===== src/rtl/arbitro_pkg.sv =====
// Shared definitions for the round-robin queue arbiter: controller state codes,
// stall-mode encodings and a width helper.
package arbitro_pkg;

    typedef enum logic [3:0] {
        ST_RESET  = 4'b0001,
        ST_INIT   = 4'b0010,
        ST_IDLE   = 4'b0100,
        ST_ACTIVE = 4'b1000
    } ctrl_state_t;

    localparam int STALL_GLOBAL   = 0;
    localparam int STALL_PER_DEST = 1;

    // ceil(log2(n)), never below 1 so that 1-bit fields stay legal
    function automatic int clog2(input int n);
        int r;
        r = 0;
        while ((1 << r) < n) r++;
        return (r < 1) ? 1 : r;
    endfunction

endpackage


===== src/rtl/arbitro_rr_n_rr_select.sv =====
// Rotating-priority selector: picks the first requester at or after ptr,
// wrapping from N-1 back to 0.
module rr_select
    import arbitro_pkg::*;
#(
    parameter int N     = 4,
    parameter int PTR_W = 2
) (
    input  logic [N-1:0]     req,
    input  logic [PTR_W-1:0] ptr,
    output logic [N-1:0]     grant,
    output logic             valid
);

    int idx;

    always_comb begin
        grant = '0;
        valid = 1'b0;
        idx   = 0;
        for (int k = 0; k < N; k++) begin
            idx = int'(ptr) + k;
            if (idx >= N) idx = idx - N;
            if (!valid && req[idx]) begin
                grant[idx] = 1'b1;
                valid      = 1'b1;
            end
        end
    end

endmodule


===== src/rtl/arbitro_rr_n.sv =====
// Round-robin arbiter moving head words from NUM_CH source FIFOs to the
// destination FIFO named in each word's top bits, with almost_full back-pressure.
module arbitro_rr_n
    import arbitro_pkg::*;
#(
    parameter int NUM_CH     = 4,
    parameter int DATA_W     = 6,
    parameter int STALL_MODE = 0
) (
    input  logic                     clk,
    input  logic                     reset,
    input  logic [3:0]               state,
    input  logic [NUM_CH-1:0]        empty,
    input  logic [NUM_CH*DATA_W-1:0] data_in,
    input  logic [NUM_CH-1:0]        almost_full,
    output logic [NUM_CH-1:0]        pop,
    output logic [NUM_CH-1:0]        push,
    output logic [DATA_W-1:0]        data_out
);

    localparam int DEST_W = clog2(NUM_CH);
    localparam int PTR_W  = clog2(NUM_CH);

    logic [PTR_W-1:0]  rr_ptr;
    logic [PTR_W-1:0]  ptr_next;
    logic [NUM_CH-1:0] req;
    logic [NUM_CH-1:0] grant;
    logic              grant_valid;
    logic              enable;
    logic              stall_all;
    logic [DEST_W-1:0] dest [NUM_CH];
    logic [NUM_CH-1:0] push_next;
    logic [DATA_W-1:0] data_next;

    assign enable    = (state == ST_IDLE) || (state == ST_ACTIVE);
    assign stall_all = (STALL_MODE == STALL_GLOBAL) && (|almost_full);

    // Destination fields beyond NUM_CH-1 can only occur for non-power-of-2
    // NUM_CH; such words are never eligible.
    always_comb begin
        req = '0;
        for (int i = 0; i < NUM_CH; i++) begin
            dest[i] = data_in[i*DATA_W + DATA_W - DEST_W +: DEST_W];
            if (enable && !stall_all && !empty[i] && (int'(dest[i]) < NUM_CH))
                req[i] = !almost_full[dest[i]];
        end
    end

    rr_select #(
        .N     (NUM_CH),
        .PTR_W (PTR_W)
    ) u_rr_select (
        .req   (req),
        .ptr   (rr_ptr),
        .grant (grant),
        .valid (grant_valid)
    );

    assign pop = reset ? '0 : grant;

    always_comb begin
        push_next = '0;
        data_next = '0;
        ptr_next  = rr_ptr;
        for (int i = 0; i < NUM_CH; i++) begin
            if (grant[i]) begin
                push_next[dest[i]] = 1'b1;
                data_next          = data_in[i*DATA_W +: DATA_W];
                ptr_next           = (i == NUM_CH - 1) ? '0 : PTR_W'(i + 1);
            end
        end
    end

    // Async reset also swallows a push whose grant was already issued.
    always_ff @(posedge clk or posedge reset) begin
        if (reset) begin
            rr_ptr   <= '0;
            push     <= '0;
            data_out <= '0;
        end else begin
            rr_ptr <= ptr_next;
            push   <= push_next;
            if (grant_valid) data_out <= data_next;
        end
    end

endmodule


===== config.mk =====
export PLATFORM = sky130hd
export DESIGN_NAME = arbitro_rr_n
export DESIGN_NICKNAME = d
export VERILOG_FILES = /design/src/rtl/arbitro_pkg.sv /design/src/rtl/arbitro_rr_n_rr_select.sv /design/src/rtl/arbitro_rr_n.sv
export SDC_FILE = /design/constraint.sdc
export NUM_CORES = 1
export LEC_CHECK = 0
export BUFFER_PORTS_ARGS = -buffer_cell sky130_fd_sc_hd__buf_4
export CAP_MARGIN = 20
export CORE_MARGIN = 4
export CORE_UTILIZATION = 51
export DETAILED_ROUTE_END_ITERATION = 10
export HOLD_SLACK_MARGIN = 0.1
export PLACE_DENSITY = 0.81
export SYNTH_ARGS = -nofsm -noshare
export SYNTH_HDL_FRONTEND = slang
export SYNTH_SLANG_ARGS = --single-unit
export TNS_END_PERCENT = 1

===== constraint.sdc =====
create_clock -name clk -period 3.4 [get_ports clk]
set_input_delay 0.17 -clock clk [delete_from_list [all_inputs] [get_ports clk]]
set_output_delay 0.17 -clock clk [all_outputs]
set_load 0.05 [all_outputs]

==> reports/metrics.yaml <==
outcome:
  status: "finished clean"
final_layout:
  n_antenna_cell: 0
  nets: 291
  areaGrowthSynthToFinish_pct: 32.0
  fill_cells: 227
  regArea_um2: 300
  multi_input_area_um2: 1120
  final_layout_size_suffix_gt1_frac: 0.285
  final_cell_mix: "buf_4, nand2_1, nor2_1"
  final_common_cell: "buf_4"
setup_path:
  reg2reg_from: "rr_ptr[1]"
  critPathLaunch: "rr_ptr[1]"
  crit_path_end_kind: "primary output"
  required_ns: 3.23
  critPathLaunchType: "flip-flop"
  critPathMaxFanout: 11
  critical_path_class: "reg -> out"
  arrival_ns: 2.97
  r2r_end: "data_out[4]"
  rr_worst_depth: 10
  reg2reg_slack_ns: 0.34
drt:
  dr.pass1.iters: 5
  drc: 0
  vias: 1705
  wl_um: 4480
  final_antenna_net_count: 0
  avgRoutedWirePerCell_um: 16.2
  avgViaCountPerCell: 6.16
  drtIter0Drc: 126
global_route:
  grt_pass1_vias: 1647
  grt-ovfl-total: 0
  grt_pass1_wl_um: 7400
  gr-usage-all-layers: 0.230
  antenna_found_initial: 0
  grt_max_degree: 22
synthesis:
  ys_types: 52
  synthXorXnorAreaFrac: 0.00583
  synthCells: 192
  ys_seq_area_frac: 0.200
  synth_simple_gate_area_share: 0.331
  ys.flop_type: "dfrtp_1"
  synth_fp_nets: 236
  ys_warn_count: 0
  synth-edff-count: 0
  ys_async_sr_fraction: 1.00
  synth.area.mux_share: 0.0875
  synth_top_family_by_area: "simple AND/OR/NAND/NOR gates"
  synth_compound_area_frac: 0.274
  synthAdderAreaFrac: 0.0500
  netlist_area_um2: 1500
  postSynthAreaPerCell_um2: 7.82
  synth_seq_cells: 12
hold_path:
  hold_start: "data_in[10]"
  worstHoldPathCells: 2
  holdPathEnd: "push[2]"
  hold_class: "in -> reg"
timing:
  slew_headroom: 0.485
  slew_viol_final: 0
  fmax_mhz: 319
  setup_viol: 0
  hold_viol: 0
  min_period_ns: 3.14
  period_share: 0.923
  skew_ns: 0.00291
  tightest_slew_ns: 0.767
  whs_ns: 0.161
  fin_tns_setup_ns: 0
  rsz0062_at_grt: "false"
floorplanning:
  fp.dieH_um: 62.3
  die_width_um: 62.3
  rows: 19
  start_util: 0.540
  dieArea_um2: 3880
  io_pins: 52
  core_um2: 2780
clock_network:
  cts.path.max_buffers: 2
  numCtsBuffers: 3
  htree_levels: 1
  clock-sinks: 12
  clock_latency_ns: 0.29
  clkTransAtPathRegs_ns: 0.08
  cts_root_buf: "clkbuf_4"
  cts_tree: "yes"
power:
  p_seq_frac: 0.285
  p_sw_frac: 0.422
  p_leak_nw: 0.916
  switchingPower_w: 0.000258
  p_comb_frac: 0.521
  pwr-share-clk: 0.195
  ir_drop_mv: 0.384
  power_density_nw_per_um2: 309
  p_int_w: 0.000353
placement:
  dp.final_hpwl_um: 3410
  numPortBuffers: 51
  gp_congestion: 0.950
job:
  maxCapViolCount: 0
==> cells by family after synthesis <==
family,after synthesis
fa+ha+maj,6
buf+inv,18
simple gates,95
mux,13
compound gates,47
xor+xnor,1
flops,12
==> area by class of cell <==
class                           count  area share
Multi-Input combinational cell    162       0.567
Timing Repair Buffer               60       0.229
Sequential cell                    12       0.152
Tap cell                           31      0.0196
Clock buffer                        4      0.0183
Inverter                            8      0.0152
==> per-stage QoR <==
stage	cells	setup slack, ns	total power (W)	instance area (µm²)	utilization
after detailed placement	272	0.229	0.000491	1940	0.696
after global placement	272	0.489	0.000482	1940	0.696
after global routing	277	0.0920	0.000648	1980	0.713
after CTS	277	0.286	0.000613	1980	0.713
final	277	0.263	0.000612	1980	0.713
after floorplan	192	0.130	0.000370	1500	-
==> worst max-delay path by stage <==
stage | end | slack [ns]
3_3_place_gp | data_out[4] | 0.49
6_report | pop[0] | 0.26
2_1_floorplan | pop[0] | 0.13
3_5_place_dp | data_out[4] | 0.23
5_1_grt | data_out[4] | 0.09
4_1_cts | pop[0] | 0.29
==> registers in the layout, summed over array words and instances (netlist names) <==
name      count
data_out      6
push          4
rr_ptr        2
==> what timing repair did <==
| item | 4_1_cts | 5_1_grt |
|---|---|---|
| hold endpoints to repair | 12 | 0 |
| hold buffers | 1 | 0 |
| buffers inserted | 0 | 0 |
| gates resized for setup | 0 | 0 |
==> power groups by stage <==
stage | clock network [W] | registers [W] | logic [W]
2_1_floorplan | 0 | 0.000232 | 0.000139
3_3_place_gp | 0 | 0.000176 | 0.000306
3_5_place_dp | 0 | 0.000177 | 0.000314
4_1_cts | 0.000123 | 0.000174 | 0.000317
5_1_grt | 0.000129 | 0.000177 | 0.000341
6_report | 0.000119 | 0.000174 | 0.000318
==> cell usage after synthesis, drive strengths merged (3+ instances only) <==
| cell | instances | share of area |
|---|---|---|
| a21o | 4 | 0.020 |
| a21oi | 5 | 0.017 |
| a22oi | 4 | 0.042 |
| and2 | 8 | 0.033 |
| buf | 4 | 0.017 |
| clkbuf | 6 | 0.015 |
| dfrtp | 12 | 0.20 |
| ha | 6 | 0.050 |
| inv | 7 | 0.018 |
| mux2i | 12 | 0.080 |
| nand2 | 28 | 0.070 |
| nand3 | 9 | 0.030 |
| nor2 | 17 | 0.042 |
| nor2b | 6 | 0.025 |
| nor3b | 6 | 0.030 |
| nor4 | 4 | 0.021 |
| o221ai | 8 | 0.051 |
| o311ai | 3 | 0.018 |
| or3 | 3 | 0.013 |
==> routing by layer <==
| layer | global-route usage | up-vias | share of wire |
|---|---|---|---|
| li1 | - | 828 | - |
| met1 | 0.290 | 783 | 0.43 |
| met2 | 0.392 | 87 | 0.49 |
| met3 | 0.0468 | 7 | 0.072 |
| met4 | 0.0663 | 0 | 0.012 |
| met5 | 0 | - | 0 |
==> worst max-delay path, cell delays in order, from the launching register on <==
cell and delay, ns:
dfrtp_1 0.35, clkinv_1 0.09, ha_1 0.38, nand2_1 0.12
nor3_1 0.06, or4_1 0.67, o311ai_1 0.37, a2bb2oi_1 0.14
buf_4 0.19, nor2_1 0.10, buf_4 0.21
No activity file was read; power rests on OpenSTA's default activity.
